`src/rtl/contador_ad_bcd_rep_pkg.sv`:
```
// Shared definitions for the BCD field counters of the clock/date setting path.
package contador_ad_bcd_rep_pkg;

   localparam int BCD_W = 4;

   // Field select codes driven on en_count by the setting FSM
   localparam logic [3:0] FIELD_SEG = 4'd1;
   localparam logic [3:0] FIELD_MIN = 4'd2;
   localparam logic [3:0] FIELD_HOR = 4'd3;
   localparam logic [3:0] FIELD_DIA = 4'd4;
   localparam logic [3:0] FIELD_MES = 4'd5;
   localparam logic [3:0] FIELD_ANO = 4'd6;

   // Press / auto-repeat FSM states
   typedef enum logic [1:0] {
      ST_IDLE   = 2'd0,
      ST_DELAY  = 2'd1,
      ST_REPEAT = 2'd2
   } rep_state_t;

   // Elaboration-time conversion of a 0..99 constant to two BCD digits
   function automatic logic [2*BCD_W-1:0] to_bcd(input int v);
      logic [2*BCD_W-1:0] r;
      r[7:4] = 4'(v / 10);
      r[3:0] = 4'(v % 10);
      return r;
   endfunction

endpackage

```
`src/rtl/contador_ad_bcd_rep_bcd_step2.sv`:
```
// Combinational one-step BCD up/down for a 2-digit field with wrap detection.
module bcd_step2
   import contador_ad_bcd_rep_pkg::*;
#(
   parameter logic [7:0] MIN_B = 8'h00,
   parameter logic [7:0] MAX_B = 8'h59
) (
   input  logic [7:0] val,
   input  logic       up,
   output logic [7:0] nxt,
   output logic       wrap
);

   // Digit-wise increment/decrement; range ends wrap to the opposite end
   always_comb begin
      nxt  = val;
      wrap = 1'b0;
      if (up) begin
         if (val == MAX_B) begin
            nxt  = MIN_B;
            wrap = 1'b1;
         end else if (val[3:0] == 4'd9) begin
            nxt = {val[7:4] + 4'd1, 4'd0};
         end else begin
            nxt = {val[7:4], val[3:0] + 4'd1};
         end
      end else begin
         if (val == MIN_B) begin
            nxt  = MAX_B;
            wrap = 1'b1;
         end else if (val[3:0] == 4'd0) begin
            nxt = {val[7:4] - 4'd1, 4'd9};
         end else begin
            nxt = {val[7:4], val[3:0] - 4'd1};
         end
      end
   end

endmodule

```
`src/rtl/contador_ad_bcd_rep.sv`:
```
// 2-digit BCD up/down field counter with press/auto-repeat stepping,
// validated parallel load and carry/borrow chaining between fields.
module contador_ad_bcd_rep
   import contador_ad_bcd_rep_pkg::*;
#(
   parameter int MOD        = 60,
   parameter int MIN_VAL    = 0,
   parameter int FIELD_ID   = 2,
   parameter int REPEAT_DLY = 50_000_000,
   parameter int REPEAT_PER = 13_000_000,
   parameter int TW         = 26
) (
   input  logic       clk,
   input  logic       reset,
   input  logic [3:0] en_count,
   input  logic       enUP,
   input  logic       enDOWN,
   input  logic       load,
   input  logic [7:0] load_bcd,
   input  logic       inc_in,
   input  logic       dec_in,
   output logic [7:0] data_bcd,
   output logic       carry_out,
   output logic       borrow_out,
   output logic       load_err
);

   localparam logic [7:0]    MIN_B   = to_bcd(MIN_VAL);
   localparam logic [7:0]    MAX_B   = to_bcd(MIN_VAL + MOD - 1);
   localparam logic [TW-1:0] DLY_END = TW'(REPEAT_DLY - 1);
   localparam logic [TW-1:0] PER_END = TW'(REPEAT_PER - 1);

   rep_state_t    state, state_nxt;
   logic [TW-1:0] timer, timer_nxt;
   logic          dir_q;
   logic          man_step;

   logic          press;
   logic          chain_req;
   logic          step_up;
   logic [7:0]    step_val;
   logic          step_wrap;
   logic          load_ok;

   logic [7:0]    data_nxt;
   logic          carry_nxt, borrow_nxt, err_nxt;

   // Exactly one button on the selected field is a valid manual request
   assign press     = (en_count == 4'(FIELD_ID)) && (enUP ^ enDOWN);
   assign chain_req = inc_in ^ dec_in;
   assign step_up   = man_step ? enUP : inc_in;

   // Digits valid and in range; with valid digits BCD order equals numeric order
   assign load_ok = (load_bcd[7:4] <= 4'd9) && (load_bcd[3:0] <= 4'd9) &&
                    (load_bcd >= MIN_B) && (load_bcd <= MAX_B);

   bcd_step2 #(
      .MIN_B (MIN_B),
      .MAX_B (MAX_B)
   ) u_step (
      .val  (data_bcd),
      .up   (step_up),
      .nxt  (step_val),
      .wrap (step_wrap)
   );

   // Repeat FSM state, timer and the direction of the press being held
   always_ff @(posedge clk) begin
      if (reset) begin
         state <= ST_IDLE;
         timer <= '0;
         dir_q <= 1'b0;
      end else begin
         state <= state_nxt;
         timer <= timer_nxt;
         if (state == ST_IDLE && man_step) dir_q <= enUP;
      end
   end

   // Next state: a load or any loss of a clean press returns to IDLE without stepping
   always_comb begin
      state_nxt = state;
      timer_nxt = timer;
      man_step  = 1'b0;
      if (load || !press) begin
         state_nxt = ST_IDLE;
         timer_nxt = '0;
      end else begin
         case (state)
            ST_IDLE: begin
               man_step  = 1'b1;
               state_nxt = ST_DELAY;
               timer_nxt = '0;
            end
            ST_DELAY: begin
               if (enUP != dir_q) begin
                  state_nxt = ST_IDLE;
                  timer_nxt = '0;
               end else if (timer == DLY_END) begin
                  man_step  = 1'b1;
                  state_nxt = ST_REPEAT;
                  timer_nxt = '0;
               end else begin
                  timer_nxt = timer + TW'(1);
               end
            end
            ST_REPEAT: begin
               if (enUP != dir_q) begin
                  state_nxt = ST_IDLE;
                  timer_nxt = '0;
               end else if (timer == PER_END) begin
                  man_step  = 1'b1;
                  timer_nxt = '0;
               end else begin
                  timer_nxt = timer + TW'(1);
               end
            end
            default: begin
               state_nxt = ST_IDLE;
               timer_nxt = '0;
            end
         endcase
      end
   end

   // Output decode: load > manual step > chain; only chain wraps propagate
   always_comb begin
      data_nxt   = data_bcd;
      carry_nxt  = 1'b0;
      borrow_nxt = 1'b0;
      err_nxt    = 1'b0;
      if (load) begin
         if (load_ok) data_nxt = load_bcd;
         else         err_nxt  = 1'b1;
      end else if (man_step) begin
         data_nxt = step_val;
      end else if (chain_req) begin
         data_nxt   = step_val;
         carry_nxt  = step_wrap & inc_in;
         borrow_nxt = step_wrap & dec_in;
      end
   end

   // Registered outputs
   always_ff @(posedge clk) begin
      if (reset) begin
         data_bcd   <= MIN_B;
         carry_out  <= 1'b0;
         borrow_out <= 1'b0;
         load_err   <= 1'b0;
      end else begin
         data_bcd   <= data_nxt;
         carry_out  <= carry_nxt;
         borrow_out <= borrow_nxt;
         load_err   <= err_nxt;
      end
   end

endmodule

```
`config.mk`:
```
export PLATFORM = sky130hd
export DESIGN_NAME = contador_ad_bcd_rep
export DESIGN_NICKNAME = d
export VERILOG_FILES = /design/src/rtl/contador_ad_bcd_rep_pkg.sv /design/src/rtl/contador_ad_bcd_rep_bcd_step2.sv /design/src/rtl/contador_ad_bcd_rep.sv
export SDC_FILE = /design/constraint.sdc
export NUM_CORES = 1
export LEC_CHECK = 0
export BUFFER_PORTS_ARGS = -buffer_cell sky130_fd_sc_hd__buf_4
export CORE_UTILIZATION = 58
export CTS_CLUSTER_DIAMETER = 80
export DETAILED_ROUTE_END_ITERATION = 12
export MAX_ROUTING_LAYER = met4
export PLACE_DENSITY = 0.79
export RECOVER_POWER = 25
export SETUP_SLACK_MARGIN = 0.2
export SLEW_MARGIN = 20
export SYNTH_ARGS = -nofsm -noshare
export SYNTH_HDL_FRONTEND = slang
export SYNTH_HIERARCHICAL = 1
export SYNTH_SLANG_ARGS = --single-unit
```
`constraint.sdc`:
```
create_clock -name clk -period 4 [get_ports clk]
set_input_delay 0.8 -clock clk [delete_from_list [all_inputs] [get_ports clk]]
set_output_delay 0.8 -clock clk [all_outputs]
set_load 0.05 [all_outputs]
```
---- Word level (Yosys, flattened, before mapping) ----
Index checks and enable logic that the tools add are counted.
storage, ports and cells
  bits in registers ....................... 40
  latch bits .............................. 0
  memory bits (writable) .................. 0
  memory bits (read-only) ................. 0
  input port bits ......................... 19
  output and inout bits ................... 11
  logic and storage cells ................. 78
  memories kept ........................... 0
operators by class
  $add $sub $neg .......................... 5
  multiply operators ...................... 0
  div/mod/pow operators ................... 0
  magnitude comparators ................... 4
  equal/unequal tests ..................... 11
  shifts and indexed selects .............. 0
  mux-type cells .......................... 29
  bitwise operators ....................... 6
  reduce and logical (&&, ||, !) cells .... 16
operators with widths
  kind                   number
  $mux 26                4
  $mux 8                 9
  $pmux 26 s2            1
  $add 26x1->26 const B  1
  $eq 26x24->1 const B   1
  $eq 26x26->1 const B   1
  $mux 1                 10
  $add 4x1->4 const B    2
  $eq 8x7->1 const B     1
  $ge 8x1->1 const B     1
  $le 4x4->1 const B     2
  $le 8x7->1 const B     1
  $logic_not 8->1        1
  $sub 4x1->4 const B    2
  $mux 2                 3
  $pmux 2 s3             1
  $logic_and 1x1->1      5
  $eq 4x2->1 const B     1
  $eq 4x4->1 const B     1
  $logic_not 4->1        1
  $reduce_and 2->1       2
  $reduce_or 2->1        2
  $reduce_or 4->1        1
  $ne 3x3->1 const B     1
  13 further kinds       16

---- Logic depth before layout (Yosys ltp) ----
  depth after elaboration ................. 10
  depth in mapped cells ................... 15
  gate-level depth less buffers ........... 13

---- Cells and area by module ----
Netlist, hierarchy kept.
by module, submodules not included
  module               times used  cells an instance  area an instance (um^2)  seq. area each (um^2)
  contador_ad_bcd_rep  1           229                2,059.5                  800.8
  bcd_step2            1           70                 498.0                    0.0

---- Worst setup path before layout ----
Ideal clock, no wire load.
  path type ............................... input -> register
  from .................................... input port en_count[0]
  to ...................................... register data_bcd[7]
  library setup time ...................... 119 ps
  arrival time ............................ 3,396 ps
  required time ........................... 3,881 ps
  path slack .............................. 485 ps
  cell stages on the path ................. 12
  path buffers ............................ 1
  cell sequence ........................... or4b_1 -> nor4_1 -> o21a_1 -> mux2_1 -> buf_2 -> nor4_1 -> nand2_1 -> nand3_1 -> o21ai_2 -> mux2i_1 -> nand2_1 -> o221a_2
on the way
  cells in the longest elaborated chain, start to end .. 10
  elaborated cells on any way between the ends .. 12
  those cells by class .................... eq/ne: 1; mux: 6; reduce/logical: 5
ends and longest elaborated chain
  element                 line                                 RTL
  start: declaration      contador_ad_bcd_rep.sv:15            input logic [3:0] en_count,
  $eq 4x2->1 (*)          contador_ad_bcd_rep.sv:49            assign press = (en_count == 4'(FIELD_ID)) && (enUP ^ enDOWN);
  $logic_and 1x1->1 (*)   contador_ad_bcd_rep.sv:49
  $logic_not 1->1 (*)     contador_ad_bcd_rep.sv:85            if (load || !press) begin
  $logic_or 1x1->1 (*)    contador_ad_bcd_rep.sv:85
  $mux 1 (*)              contador_ad_bcd_rep.sv:85
  $mux 1 (*)              contador_ad_bcd_rep.sv:51            assign step_up = man_step ? enUP : inc_in;
  net step_up             contador_ad_bcd_rep.sv:40            logic step_up;
  $mux 8 (*)              contador_ad_bcd_rep_bcd_step2.sv:18  if (up) begin
  net step_val[7]         contador_ad_bcd_rep.sv:41            logic [7:0] step_val;
  $mux 8                  contador_ad_bcd_rep.sv:137           end else if (chain_req) begin
  $mux 8 (*)              contador_ad_bcd_rep.sv:135           end else if (man_step) begin
  $mux 8 (*)              contador_ad_bcd_rep.sv:132           if (load) begin
  end signal: assignment  contador_ad_bcd_rep.sv:152           data_bcd <= data_nxt;
  end: declaration        contador_ad_bcd_rep.sv:22            output logic [7:0] data_bcd,
The timed path passes the listed nets; every way through them passes the cells marked *. The select of a mux whose other input is x is not followed.
A chain may end at the register's enable or synchronous reset.

---- Final worst setup path ----
  from .................................... register timer[11]
  to ...................................... register data_bcd[7]
on the way
  cells in the longest elaborated chain, start to end .. 10
  elaborated cells on any way between the ends .. 15
  those cells by class .................... eq/ne: 2; mux: 11; reduce/logical: 2
ends and longest elaborated chain
  element                                       line                                                   RTL
  start: declaration                            contador_ad_bcd_rep.sv:34                              logic [TW-1:0] timer, timer_nxt;
  start signal: assignment                      contador_ad_bcd_rep.sv:75                              timer <= timer_nxt;
  $eq 26x24->1 or $eq 26x26->1 (tied branches)  contador_ad_bcd_rep.sv:111, contador_ad_bcd_rep.sv:99
  $mux 1, on equally long branches              contador_ad_bcd_rep.sv:111, contador_ad_bcd_rep.sv:99
  $mux 1, on equally long branches              contador_ad_bcd_rep.sv:108, contador_ad_bcd_rep.sv:96
  $pmux 1 s3 (*)                                contador_ad_bcd_rep.sv:89                              case (state)
  $mux 1 (*)                                    contador_ad_bcd_rep.sv:85
  $mux 1 (*)                                    contador_ad_bcd_rep.sv:51
  net step_up                                   contador_ad_bcd_rep.sv:40
  $mux 8 (*)                                    contador_ad_bcd_rep_bcd_step2.sv:18
  net step_val[7]                               contador_ad_bcd_rep.sv:41
  $mux 8                                        contador_ad_bcd_rep.sv:137
  $mux 8 (*)                                    contador_ad_bcd_rep.sv:135
  $mux 8 (*)                                    contador_ad_bcd_rep.sv:132
Marked as above.

==> results.txt <==
Placed cells - 368
Status - complete, no violations
Total CTS buffers - 5
Share of synthesized flip-flops with an asynchronous set or reset - 0%
Initial antenna violation count - 0
Final Max Tran Viols - 0
Row count - 23
CP Max Fanout - 8
CTS tree - done
Die height - 68.4 um
Htree depth - 2
Synth unique cells - 58
Largest net degree at the start of global routing - 27
Hold_ws - 469 ps
Worst Setup Start Kind - flip-flop
Reg2reg start - timer[11]$_SDFF_PP0_
CP Capture Type - flip-flop
Post-CTS Resized - 0
Flops & latches, synth - 40
HP Class - reg2reg
Setup WS post-layout - 401 ps
Worst endpoint required time - 4230 ps
Worst r2r path cells - 12
DR WL/cell - 14.1 um
Vias - 2194
Sw power - 0.269 mW
Post-synth EDFFs - 0
Syn nets - 331
Arrival @ worst endpoint - 3830 ps
Syn_area_per_cell - 8.55 sq um
Starting Density - 62.1%
Most frequent cells after synthesis - 40 x dfxtp_1, 36 x nor2_1, 26 x nand2_1
Post-synth top flop - dfxtp_1
Sequential share of the synthesized area - 31.3%
Utilization after layout - 68.9%
Final routed DRC violation total - 0
P_leak - 0.989 nW
DRT iter0 DRCs - 145
Global router's overall resource usage - 24.3%
CP startpoint - timer[11]$_SDFF_PP0_
Reg clk slew, reported paths - 80 ps
Post-Syn Area - 2560 sq um
Share of cells above drive strength 1 - 15.0%
Comb power frac - 20.1%
Input/output buffers - 29
DRT Wirelength - 5310 um
Switching Fraction - 28.7%
Final clock skew - 6.60 ps
Reg-to-reg slack, setup - 400 ps
PwrDens - 330 nW/um^2
Worst setup path endpoint - data_bcd[7]$_SDFFE_PP0P_
Die width - 68.4 um
Headroom to the max-slew limit - 44.1%
Finished Layout Cells - 376
Worst Tran Pin Value - 838 ps
Hold Buf Count CTS - 0
Diodes inserted - 0
Cell Int Power - 0.667 mW
Yosys top cell area share - 31.3%
Worst vdd ir - 316 uV
Vias in the first global route - 1912
Final RePlAce weighted congestion - 0.844
Final min period - 3600 ps
Reg power frac - 46.0%
Synthesis-to-finish area growth - 10.9%
Nets - 357
Clk sink count - 40
Hold path depth - 1
Detailed Routing Iterations Pass 1 - 4
Clock network power share - 33.9%
Synth warn - 6
DP HPWL - 3870 um
Final-report setup violation count - 0
CTS Root Cell - clkbuf_8
Cells after Synth - 299
Setup Total Neg Slack - 0 ps
Via density per instance - 5.84
Final cycle utilization of the critical path - 90.0%
Die area - 4680 sq um
Cell taking the most area after synthesis - dfxtp_1
Core Area - 4120 sq um
Unrepaired setup endpoints after global routing - no
Postcts setup bufs - 0
First-pass GRT wire length - 8310 um
Clk Latency, worst-skew pair - 280 ps
Ports - 30
Largest cells by area after synthesis - dfxtp_1 31%, xnor2_1 7.5%, ha_1 6.4%
Dpl ws - 210 ps
Fmax - 0.278 GHz
CP Class - reg2reg
Final Hold Vio Count - 0
Remaining antenna violation count - 0
Maxcap violations - 0
Reg2Reg Capture Point - data_bcd[7]$_SDFFE_PP0P_
Grt ovf - 0
Maximum root-to-sink buffer count - 2
Top-count cell post-synth - dfxtp_1
==> power by group through the flow <==
stage | clock network [mW] | registers, mW | logic [mW]
after global placement | 0 | 0.439 | 0.187
after CTS | 0.328 | 0.430 | 0.194
final | 0.318 | 0.430 | 0.188
after global routing | 0.342 | 0.432 | 0.203
after detailed placement | 0 | 0.440 | 0.191
after floorplan | 0 | 0.466 | 0.112
==> state kept, by name, indices dropped and copies added, names as in the netlist <==
register    count
timer          26
carry_out       1
state           2
data_bcd        8
load_err        1
borrow_out      1
dir_q           1
==> final cells by class <==
class | count | area [sq um]
fillers | 352 | 1280
flip-flops and latches | 40 | 801
inverters | 16 | 60.1
well taps | 50 | 62.6
repair buffers | 31 | 188
clock buffers | 6 | 72.6
multi-input cells | 231 | 1620
clock inverters | 2 | 35.0
==> critical path, stage by stage, from the launching register on <==
cell and delay (ps):
dfxtp_1 350, or4b_1 520, or4_4 560, nor3_4 210, o21a_1 220, mux2_2 250
inv_1 150, or4_4 580, o22a_1 230, o21ai_2 130, mux2i_1 80, nand2_1 100
o221a_2 170
==> routing by layer <==
metal	part of all wire (%)	GRT usage, %
met1	46	27.4
met5	0	-
met4	2.2	9.11
met3	5.0	4.83
met2	47	42.0
==> worst min path at each step <==
stage | to | slack (ps) | from
2_1_floorplan | timer[0]$_SDFF_PP0_ | 430 | timer[0]$_SDFF_PP0_
3_3_place_gp | timer[0]$_SDFF_PP0_ | 440 | timer[0]$_SDFF_PP0_
3_5_place_dp | timer[0]$_SDFF_PP0_ | 460 | timer[0]$_SDFF_PP0_
4_1_cts | dir_q$_SDFFE_PP0P_ | 480 | dir_q$_SDFFE_PP0P_
5_1_grt | timer[0]$_SDFF_PP0_ | 500 | timer[0]$_SDFF_PP0_
6_report | timer[0]$_SDFF_PP0_ | 470 | timer[0]$_SDFF_PP0_
==> layout by cell type (no fill, tap or decap), types with 7 or more instances in the layout <==
| master | n |
|---|---|
| a21oi_1 | 10 |
| nor2_1 | 36 |
| ha_1 | 13 |
| dfxtp_1 | 40 |
| o21ai_0 | 10 |
| xnor2_1 | 22 |
| buf_4 | 19 |
| nand4_1 | 7 |
| o221a_2 | 8 |
| nor3_1 | 11 |
| inv_1 | 15 |
| nand3_1 | 11 |
| nand2_1 | 26 |
| clkbuf_1 | 13 |
| mux2i_1 | 8 |
==> metrics by stage <==
step                area (sq um)  power [mW]
CTS                         2870       0.951
floorplan                   2560       0.579
finish                      2840       0.936
detailed placement          2760       0.631
global placement            2760       0.627
global route                2840       0.978
==> logic make-up (layout without fill, tap and decap cells) <==
logic type / Yosys count / after routing / synth area share, %
buffers and inverters: 28 / 55 / 6.02
AOI/OAI and AO/OA: 47 / 47 / 13.8
adders and majority gates: 13 / 13 / 6.36
muxes: 9 / 9 / 3.57
and+or+nand+nor: 134 / 134 / 29.4
xor gates and xnor gates: 28 / 28 / 9.59
DFF: 40 / 40 / 31.3
Note: power is estimated with default switching activity, not from simulation.
